## src/rtl/nibble_serial_subtractor.sv

```systemverilog
// -----------------------------------------------------------------------------
// nibble_serial_subtractor
//
// Multi-cycle subtractor: Diff = A - B - Bin (mod 2^WIDTH), produced one 4-bit
// nibble per clock, least-significant nibble first, with the borrow chained
// from nibble to nibble through a register. A single 4-bit subtract slice is
// reused for every nibble; a start/busy/done handshake sequences it.
//
// Parameters
//   WIDTH    operand/result width, multiple of 4 and >= 4
//   NIBBLES  WIDTH/4, number of compute cycles (derived, do not override)
//
// Ports
//   clk       rising-edge clock
//   rst_n     synchronous active-low reset
//   start     request, sampled only when not busy (IDLE or DONE)
//   A, B, Bin minuend, subtrahend, borrow-in; latched on accepted start
//   busy      high while an operation is in flight
//   done      one-cycle pulse, results just updated
//   Diff      (A - B - Bin) mod 2^WIDTH
//   Borrow    unsigned borrow-out, 1 iff A < B + Bin
//   Overflow  two's-complement overflow of A - B - Bin
// -----------------------------------------------------------------------------
module nibble_serial_subtractor #(
    parameter int WIDTH   = 16,
    parameter int NIBBLES = WIDTH / 4
) (
    input  logic             clk,
    input  logic             rst_n,
    input  logic             start,
    input  logic [WIDTH-1:0] A,
    input  logic [WIDTH-1:0] B,
    input  logic             Bin,
    output logic             busy,
    output logic             done,
    output logic [WIDTH-1:0] Diff,
    output logic             Borrow,
    output logic             Overflow
);

    localparam int CW = (NIBBLES > 1) ? $clog2(NIBBLES) : 1;
    localparam logic [CW-1:0] LAST_CNT = CW'(NIBBLES - 1);

    localparam logic [1:0] ST_IDLE = 2'd0;
    localparam logic [1:0] ST_RUN  = 2'd1;
    localparam logic [1:0] ST_DONE = 2'd2;

    // 4-bit subtract slice: bit 4 of the result is the borrow-out, because
    // a - b - bin lies in [-16, 15] and negative values set the fifth bit.
    function automatic logic [4:0] sub_nibble(
        input logic [3:0] a,
        input logic [3:0] b,
        input logic       bin
    );
        logic [4:0] r;
        r = {1'b0, a} - {1'b0, b} - {4'b0000, bin};
        return r;
    endfunction

    logic [1:0]       state_r;
    logic [CW-1:0]    cnt_r;
    logic [WIDTH-1:0] a_w_r;
    logic [WIDTH-1:0] b_w_r;
    logic [WIDTH-1:0] res_r;
    logic             borrow_w_r;

    logic [3:0]       nib_a_s;
    logic [3:0]       nib_b_s;
    logic [4:0]       slice_s;
    logic [WIDTH-1:0] res_next_s;
    logic             ovf_s;

    // Current-nibble slice and the work result with this nibble merged in.
    always_comb begin
        nib_a_s    = a_w_r[{cnt_r, 2'b00} +: 4];
        nib_b_s    = b_w_r[{cnt_r, 2'b00} +: 4];
        slice_s    = sub_nibble(nib_a_s, nib_b_s, borrow_w_r);
        res_next_s = res_r;
        res_next_s[{cnt_r, 2'b00} +: 4] = slice_s[3:0];
        // Only meaningful on the top nibble: operand signs differ and the
        // result sign departs from the minuend sign.
        ovf_s      = (nib_a_s[3] != nib_b_s[3]) && (slice_s[3] != nib_a_s[3]);
    end

    // Sequencer FSM, work registers and registered outputs.
    always_ff @(posedge clk) begin
        if (!rst_n) begin
            state_r    <= ST_IDLE;
            cnt_r      <= {CW{1'b0}};
            a_w_r      <= {WIDTH{1'b0}};
            b_w_r      <= {WIDTH{1'b0}};
            res_r      <= {WIDTH{1'b0}};
            borrow_w_r <= 1'b0;
            busy       <= 1'b0;
            done       <= 1'b0;
            Diff       <= {WIDTH{1'b0}};
            Borrow     <= 1'b0;
            Overflow   <= 1'b0;
        end else begin
            case (state_r)
                ST_IDLE, ST_DONE: begin
                    done <= 1'b0;
                    if (start) begin
                        a_w_r      <= A;
                        b_w_r      <= B;
                        borrow_w_r <= Bin;
                        cnt_r      <= {CW{1'b0}};
                        state_r    <= ST_RUN;
                        busy       <= 1'b1;
                    end else begin
                        state_r    <= ST_IDLE;
                        busy       <= 1'b0;
                    end
                end
                ST_RUN: begin
                    res_r      <= res_next_s;
                    borrow_w_r <= slice_s[4];
                    cnt_r      <= cnt_r + CW'(1);
                    if (cnt_r == LAST_CNT) begin
                        state_r  <= ST_DONE;
                        busy     <= 1'b0;
                        done     <= 1'b1;
                        Diff     <= res_next_s;
                        Borrow   <= slice_s[4];
                        Overflow <= ovf_s;
                    end else begin
                        state_r  <= ST_RUN;
                        busy     <= 1'b1;
                        done     <= 1'b0;
                    end
                end
                default: begin
                    state_r <= ST_IDLE;
                    busy    <= 1'b0;
                    done    <= 1'b0;
                end
            endcase
        end
    end

endmodule

```

## config.mk

```make
export PLATFORM = sky130hd
export DESIGN_NAME = nibble_serial_subtractor
export DESIGN_NICKNAME = d
export VERILOG_FILES = /design/src/rtl/nibble_serial_subtractor.sv
export SDC_FILE = /design/constraint.sdc
export NUM_CORES = 1
export LEC_CHECK = 0
export ABC_AREA = 1
export BUFFER_PORTS_ARGS = -buffer_cell sky130_fd_sc_hd__clkbuf_2
export CORE_MARGIN = 2
export CORE_UTILIZATION = 30
export DETAILED_ROUTE_END_ITERATION = 10
export MAX_ROUTING_LAYER = met4
export SYNTH_ARGS = -nofsm -noshare
export SYNTH_HDL_FRONTEND = slang
export SYNTH_SLANG_ARGS = --single-unit
```

## constraint.sdc

```tcl
create_clock -name clk -period 2.92 [get_ports clk]
set_input_delay 0.292 -clock clk [delete_from_list [all_inputs] [get_ports clk]]
set_output_delay 0.292 -clock clk [all_outputs]
set_load 0.01 [all_outputs]
```

# Yosys cells after proc, flatten, opt, wreduce, memory -nomap -nowiden
# Index checks and enable logic that the tools add are counted.
word_totals:
  register_bits: 73
  wordCells: 45
op_classes:
  addsub: 4
  n_eq_ne: 6
  shift: 4
  muxes: 12
  n_reduce_logical: 8
op_table:
  columns: ["cell", "n"]
  rows:
  - ["$shiftx A16 B5 Y4", 2]
  - ["$bwmux W16", 1]
  - ["$shift A4 B6 Y16 const A", 1]
  - ["$shiftx A4 B6 Y16", 1]
  - ["$pmux W2 S2", 2]
  - ["$reduce_and A2 Y1", 4]
  - ["$neg A4 Y6", 1]
  - ["$mux W1", 5]
  - ["$sub A4 B4 Y5", 1]
  - ["$sub A5 B1 Y5", 1]
  - ["$eq A2 B2 Y1 const B", 2]
  - ["$mux W2", 2]
  - ["$pmux W1 S2", 2]
  - ["$add A2 B1 Y2 const B", 1]
  - ["$eq A2 B1 Y1 const B", 1]
  - ["$logic_not A2 Y1", 1]
  - ["$ne A1 B1 Y1", 2]
  - ["$ne A2 B2 Y1 const B", 1]
  - ["$reduce_bool A2 Y1", 1]
  - ["$reduce_or A2 Y1", 1]
  - ["$logic_and A1 B1 Y1", 1]

# Depth between registers and ports, before layout
# Gate-level depths: netlist of the first run.
depth:
  depth_word: 5
  depth_mapped: 15

# Worst setup path after synthesis of the first run
# Ideal clock, no wire load.
synth_timing:
  path_kind: "register -> register"
  startpoint: "reg cnt_r[0]"
  endpoint: "reg res_r[6]"
  setup_ns: 0.057
  arrival_time_ns: 2.422
  required_time_ns: 2.863
  path_slack_ns: 0.441
  stages_incl_launch_ff: 15
  cell_sequence: "dfxtp_1 buf_6 buf_2 buf_2 o21ai_0 o22ai_1 fa_1 inv_1 fa_1 xor2_1 nor2_1 nand2_1 o22ai_1 o21ai_1 inv_1"
synth_between:
  elab_chain_cells: 5
  elab_cells_between_ends: 8
  cone_classes: "add/sub: 3; shift: 4; mux: 1"
synth_rtl:
  columns: ["element", "line_no", "text"]
  rows:
  - ["from (decl)", "61", "logic [CW-1:0] cnt_r;"]
  - ["from (signal assigned)", "89", "cnt_r <= {CW{1'b0}};"]
  - ["from (signal assigned)", "107", "cnt_r <= {CW{1'b0}};"]
  - ["from (signal assigned)", "118", "cnt_r <= cnt_r + CW'(1);"]
  - ["$shiftx A16 B5 Y4, on equally long branches", "75, 76", null]
  - ["$sub A4 B4 Y5", "56", "r = {1'b0, a} - {1'b0, b} - {4'b0000, bin};"]
  - ["$sub A5 B1 Y5", "56", null]
  - ["$shiftx A4 B6 Y16", "79", "res_next_s[{cnt_r, 2'b00} +: 4] = slice_s[3:0];"]
  - ["$bwmux W16 (*)", "79", null]
  - ["to (signal assigned)", "92", "res_r <= {WIDTH{1'b0}};"]
  - ["to (signal assigned)", "116", "res_r <= res_next_s;"]
  - ["to (decl)", "64", "logic [WIDTH-1:0] res_r;"]
# Mark *: on every way between the ends. The rest lies on a longest branch, timed or not.
# A chain may end at the register's enable or synchronous reset.

# Final worst setup path of the first run
layout_timing:
  startpoint: "reg cnt_r[1]"
  endpoint: "reg res_r[5]"
# The elaborated chain is that of the path after synthesis.

==> impl_metrics.toml, run 1 <==
[routing]
wire_per_inst_um = 12.1
viasPerCell = 4.54
drt_iter0_markers = 123
firstDrtPassIters = 4
drcViolationCount = 0
routed-via-count = 2960
final_antenna_net_count = 0
wirelength_mm = 7.91

[setup_path]
cp.required_ps = 3190
critPathTopFamily = "adder cells"
critPathKind = "register to register"
crit_arrival_ps = 2800
crit_chain = "inv_1 -> a21oi_1 -> a32o_1 -> fa_1 -> inv_1 -> fa_1 -> nor2_1 -> nand2_1 -> o22ai_1 -> o21ai_1 -> inv_1"
crit_top_cell = "inv_1"
cp_num_buf_inv = 3
end_kind = "register"
start_kind = "register"
slowest_stage = "fa_1"
path_max_fanout = 14
critPathMaxStageDelay_ps = 440

[floorplanning]
die-area_mm2 = 0.0123
ios = 56
core_area_mm2 = 0.0113
rows = 39
die_y_um = 111
dieWidth_um = 111
start_util_pct = 30.4

[timing]
rsz0062_at_grt = "no"
drv_slew = 0
final-hold-violation-count = 0
setup_viol = 0
slew_headroom_pct = 38.6
finalCritPeriodShare_pct = 86.6
hold-worst-slack_ps = 206
clock_skew_ps = 5.89
max_freq_mhz = 395
tightest_slew_ps = 920
final.setup.tns_ps = 0
period_needed_ps = 2530

[placed_design]
dpl.cell_count = 636
place_congestion = 0.847
dp_hpwl_mm = 5.70
numPortBuffers = 55

[clocking]
cts-buffers-inserted = 9
clock-sinks = 72
root_buffer = "clkbuf_16"
postCtsResizedCells = 0
cts_buffer_depth = 2
insertion_delay_ps = 330
cts_setup_buffers = 0
clk_pin_slew_ps = 60
tritoncts = "yes"
cts_hold_buffers = 0
htree_levels = 3

[yosys]
async_reset_ff_share_pct = 0
syn_nets = 506
ys.flop_type = "dfxtp_1"
yosysWarnings = 0
synth_edf_count = 0
ys_top_cells_by_count = "nor2_1 (80), dfxtp_1 (72), inv_1 (66)"
syn_avg_cell_area_um2 = 7.47
yosysSeqAreaShare_pct = 42.1
synth_cell_type_count = 34
synth.ff_latch_count = 72
synth.most_common_cell = "nor2_1"
synth_top_area_cell = "dfxtp_1"
synth_top_area_share_pct = 42.1
syn_area_mm2 = 0.00342
synth_area_leaders = "dfxtp_1 (42%), nor2_1 (8.8%), inv_1 (7.2%)"
synthCells = 458

[pwr]
peakVddDrop_uv = 281
power_frac_clock_pct = 41.0
p_sw_share_pct = 27.7
p_per_area_mw_per_mm2 = 653
comb_power_share_pct = 18.6
leakagePower_uw = 0.00202
p_seq_share_pct = 40.4
internal_power_uw = 1930
p_sw_uw = 738

[global_route]
use_met1_pct = 17.4
grt_usage_pct = 14.0
grt_pass1_wl_mm = 13.7
met2_usage_pct = 22.5
antenna_found_initial = 0
grt_pass1_vias = 2953
top_usage_layer = "met2"
overflow = 0
grt_max_degree = 40
grtUsageMet3_pct = 3.50

[hold_path]
hold_path.class = "primary input to register"

[final_layout]
area_growth_pct = 19.3
n_antenna_cell = 0
regArea_mm2 = 0.00144
drive_gt1_share_pct = 19.1
nFillCells = 1210
final_nets = 552
fin_cells = 652
multi_input_area_mm2 = 0.00158

[run]
drv_cap = 0

[run_status]
outcome = "finished clean"
-- tightest hold or removal path, stage by stage --
cell      delay (ps)
clkbuf_2          80
o21ai_1           60
nor2_1            70
-- state kept, by name, summed over array words and instances (netlist names) --
signal / cells
borrow_w_r: 1
done: 1
cnt_r: 2
Borrow: 1
b_w_r: 16
a_w_r: 16
res_r: 16
Diff: 16
state_r: 2
Overflow: 1
-- path summary, 6_finish.rpt --
| check | cells past startpoint | startpoint | slack [ps] | to |
|---|---|---|---|---|
| hold / removal | 3 | A[11] | 210 | a_w_r[11]$_SDFFE_PN0P_ |
| setup reg to reg | 11 | cnt_r[1]$_SDFFE_PN0P_ | 390 | res_r[5]$_SDFFE_PN0P_ |
| setup / recovery | 11 | cnt_r[1]$_SDFFE_PN0P_ | 390 | res_r[5]$_SDFFE_PN0P_ |
| hold reg to reg | 2 | a_w_r[11]$_SDFFE_PN0P_ | 490 | a_w_r[11]$_SDFFE_PN0P_ |
-- layout make-up --
class,instances,share of cell area [%]
clock buffers,13,6.37
multi-input cells,291,38.7
flip-flops and latches,72,35.3
well taps,143,4.38
repair buffers,60,7.66
inverters,70,6.56
clock inverters,3,0.981
-- cells by family after synthesis --
logic type / after synthesis / share of synthesized area [%]
compound gates: 128 / 21.1
xor+xnor: 2 / 0.512
fa+ha+maj: 12 / 4.82
buf+inv: 95 / 11.7
flops: 72 / 42.1
simple gates: 149 / 19.8
-- placed cells by master, fill, tap and decap left out, types with 3 or more instances in the layout --
master / Yosys / layout
inv_1: 66 / 66
ha_1: 10 / 10
o22ai_1: 11 / 11
inv_2: 3 / 3
clkbuf_2: 0 / 55
nand3_1: 13 / 13
o21a_1: 9 / 9
nor2_1: 80 / 80
a21oi_1: 23 / 23
o21bai_1: 7 / 7
clkbuf_16: 0 / 9
buf_4: 1 / 5
o21ai_0: 37 / 37
nand2_2: 4 / 4
o21ai_1: 35 / 35
nand3_2: 5 / 5
dfxtp_1: 72 / 72
nand2_1: 39 / 39
-- routing by layer --
| metal | vias to the layer above | share of wire, % |
|---|---|---|
| li1 | 1562 | - |
| met1 | 1319 | 47 |
| met2 | 72 | 47 |
| met3 | 7 | 5.4 |
| met4 | 0 | 0.85 |
| met5 | - | 0 |
-- stage by stage --
stage	setup WS, ps	util [%]	power (uW)	area, um^2
2_1_floorplan	441	-	1470	3420
5_1_grt	99.9	36.2	2820	4080
3_3_place_gp	464	33.6	1580	3780
4_1_cts	390	36.2	2700	4080
3_5_place_dp	407	33.6	1590	3780
6_report	390	36.2	2670	4080
-- power groups by stage --
stage / sequential, uW / combinational [uW] / clock (uW)
6_report: 1080 / 496 / 1090
5_1_grt: 1090 / 567 / 1160
4_1_cts: 1080 / 498 / 1120
3_5_place_dp: 1100 / 493 / 0
3_3_place_gp: 1100 / 483 / 0
2_1_floorplan: 1090 / 377 / 0
Note: power is estimated with default switching activity, not from simulation.
==> inputs of run 2 (changes only) <==
--- a/config.mk
+++ b/config.mk
@@ -7,7 +7,7 @@
 export LEC_CHECK = 0
 export ABC_AREA = 1
 export BUFFER_PORTS_ARGS = -buffer_cell sky130_fd_sc_hd__clkbuf_2
-export CORE_MARGIN = 2
+export CORE_MARGIN = 1
 export CORE_UTILIZATION = 30
 export DETAILED_ROUTE_END_ITERATION = 10
 export MAX_ROUTING_LAYER = met4
==> impl_metrics.toml, run 2 (same netlist as run 1, synthesis figures left out) <==
[run_status]
outcome = "finished clean"

[clocking]
root_buffer = "clkbuf_16"
htree_levels = 3
cts-buffers-inserted = 9
clk_pin_slew_ps = 60
insertion_delay_ps = 340
cts_buffer_depth = 2
cts_hold_buffers = 0
tritoncts = "yes"
clock-sinks = 72

[floorplanning]
die_y_um = 109
ios = 56
start_util_pct = 31.2
core_area_mm2 = 0.0110
rows = 38
die-area_mm2 = 0.0118
dieWidth_um = 109

[pwr]
p_per_area_mw_per_mm2 = 654
comb_power_share_pct = 18.3
finalPower_uw = 2670
p_sw_uw = 768
internal_power_uw = 1900
p_sw_share_pct = 28.8
p_seq_share_pct = 40.6
power_frac_clock_pct = 41.1
leakagePower_uw = 0.00200
peakVddDrop_uv = 275

[hold_path]
whs_path_depth = 3
min-delay-start = "B[9]"
hold_path_end = "b_w_r[9]$_SDFFE_PN0P_"
hold_path.class = "primary input to register"

[global_route]
antenna_found_initial = 0
grt_usage_pct = 15.6
grt_max_degree = 54
grt_pass1_wl_mm = 13.9
grt_pass1_vias = 2940
overflow = 0

[setup_path]
cp.required_ps = 3200
r2r_start = "cnt_r[0]$_SDFFE_PN0P_"
crit_arrival_ps = 2780
r2r-end = "res_r[13]$_SDFFE_PN0P_"
ff2ff_path_depth = 11
path_max_fanout = 20
critPathKind = "register to register"
start_kind = "register"
end_kind = "register"
rrSetupSlack_ps = 410

[final_layout]
final_nets = 552
final_core_util_pct = 37.1
final_common_cell = "nor2_1"
drive_gt1_share_pct = 19.5
final_cell_mix = "nor2_1 (80), dfxtp_1 (71), inv_1 (66)"
area_growth_pct = 19.1
n_antenna_cell = 0

[timing]
finalCritPeriodShare_pct = 85.8
setup_ws_ps = 414
setup_viol = 0
clock_skew_ps = 7.78
final-hold-violation-count = 0
rsz0062_at_grt = "no"
tightest_slew_ps = 940
drv_slew = 0
slew_headroom_pct = 37.3
period_needed_ps = 2510
final.setup.tns_ps = 0
max_freq_mhz = 399

[routing]
viasPerCell = 4.67
final_antenna_net_count = 0
drcViolationCount = 0
wirelength_mm = 8.15
drt_iter0_markers = 122
firstDrtPassIters = 4
wire_per_inst_um = 12.6
routed-via-count = 3029

[placed_design]
numPortBuffers = 55
dp_slack_ps = 264
dp_hpwl_mm = 5.71
place_congestion = 0.816

[run]
drv_cap = 0
-- run 2: cell count changes in the layout (fill, tap and decap cells not counted) --
| cell | before | now |
|---|---|---|
| clkbuf_1 | 2 | 0 |
| dfxtp_2 | 0 | 1 |
| clkinvlp_4 | 0 | 3 |
| dfxtp_1 | 72 | 71 |
| clkinv_2 | 2 | 1 |
| clkbuf_8 | 2 | 1 |
-- run 2: worst max path at each step --
stage                                     start                     end  depth (start not counted)
after floorplan           cnt_r[0]$_SDFFE_PN0P_   res_r[6]$_SDFFE_PN0P_                         14
after global placement    cnt_r[0]$_SDFFE_PN0P_  res_r[13]$_SDFFE_PN0P_                         11
after detailed placement  cnt_r[0]$_SDFFE_PN0P_   res_r[5]$_SDFFE_PN0P_                         11
after CTS                 cnt_r[0]$_SDFFE_PN0P_   res_r[5]$_SDFFE_PN0P_                         11
after global routing      cnt_r[0]$_SDFFE_PN0P_  res_r[13]$_SDFFE_PN0P_                         11
final                     cnt_r[0]$_SDFFE_PN0P_  res_r[13]$_SDFFE_PN0P_                         11
-- run 2: critical path, stage by stage, from the launching register on --
cell	delay, ps
dfxtp_2	480
inv_6	130
o21ai_0	180
o22ai_1	110
fa_1	400
inv_1	90
fa_1	440
nor2_1	170
nand2_1	100
o22ai_1	190
o21ai_1	80
inv_1	70
-- run 2: cell type report --
type	count	area (um^2)
well taps	140	175
clock buffers	10	239
multi-input cells	291	1580
inverters	70	268
flip-flops and latches	72	1440
repair buffers	60	313
clock inverters	5	57.6
fillers	1154	6910
-- run 2: power groups by stage --
| stage | logic (uW) | clock network (uW) | registers [uW] |
|---|---|---|---|
| after floorplan | 377 | 0 | 1090 |
| after global placement | 474 | 0 | 1100 |
| after detailed placement | 487 | 0 | 1100 |
| after CTS | 489 | 1120 | 1080 |
| after global routing | 558 | 1160 | 1090 |
| final | 488 | 1100 | 1080 |
-- run 2: repair_timing --
| item | in CTS | in global routing |
|---|---|---|
| setup buffers | 0 | 0 |
| hold endpoints to repair | 0 | 0 |
| resized for setup | 0 | 1 |
| setup endpoints to repair | 0 | 2 |
-- run 2: through the flow --
stage,hold slack [ps],std cells,cell area [um^2]
after global routing,215,648,4080
after floorplan,441,458,3420
final,200,648,4080
after detailed placement,478,633,3780
after global placement,466,633,3780
after CTS,197,648,4080
-- run 2: per-layer routing --
layer / global-route usage, % / wire length (um) / vias to the layer above
met5: - / 0 / -
li1: - / - / 1570
met1: 19.1 / 3940 / 1403
met2: 25.2 / 3840 / 48
met3: 4.12 / 297 / 8
met4: 4.05 / 69 / 0
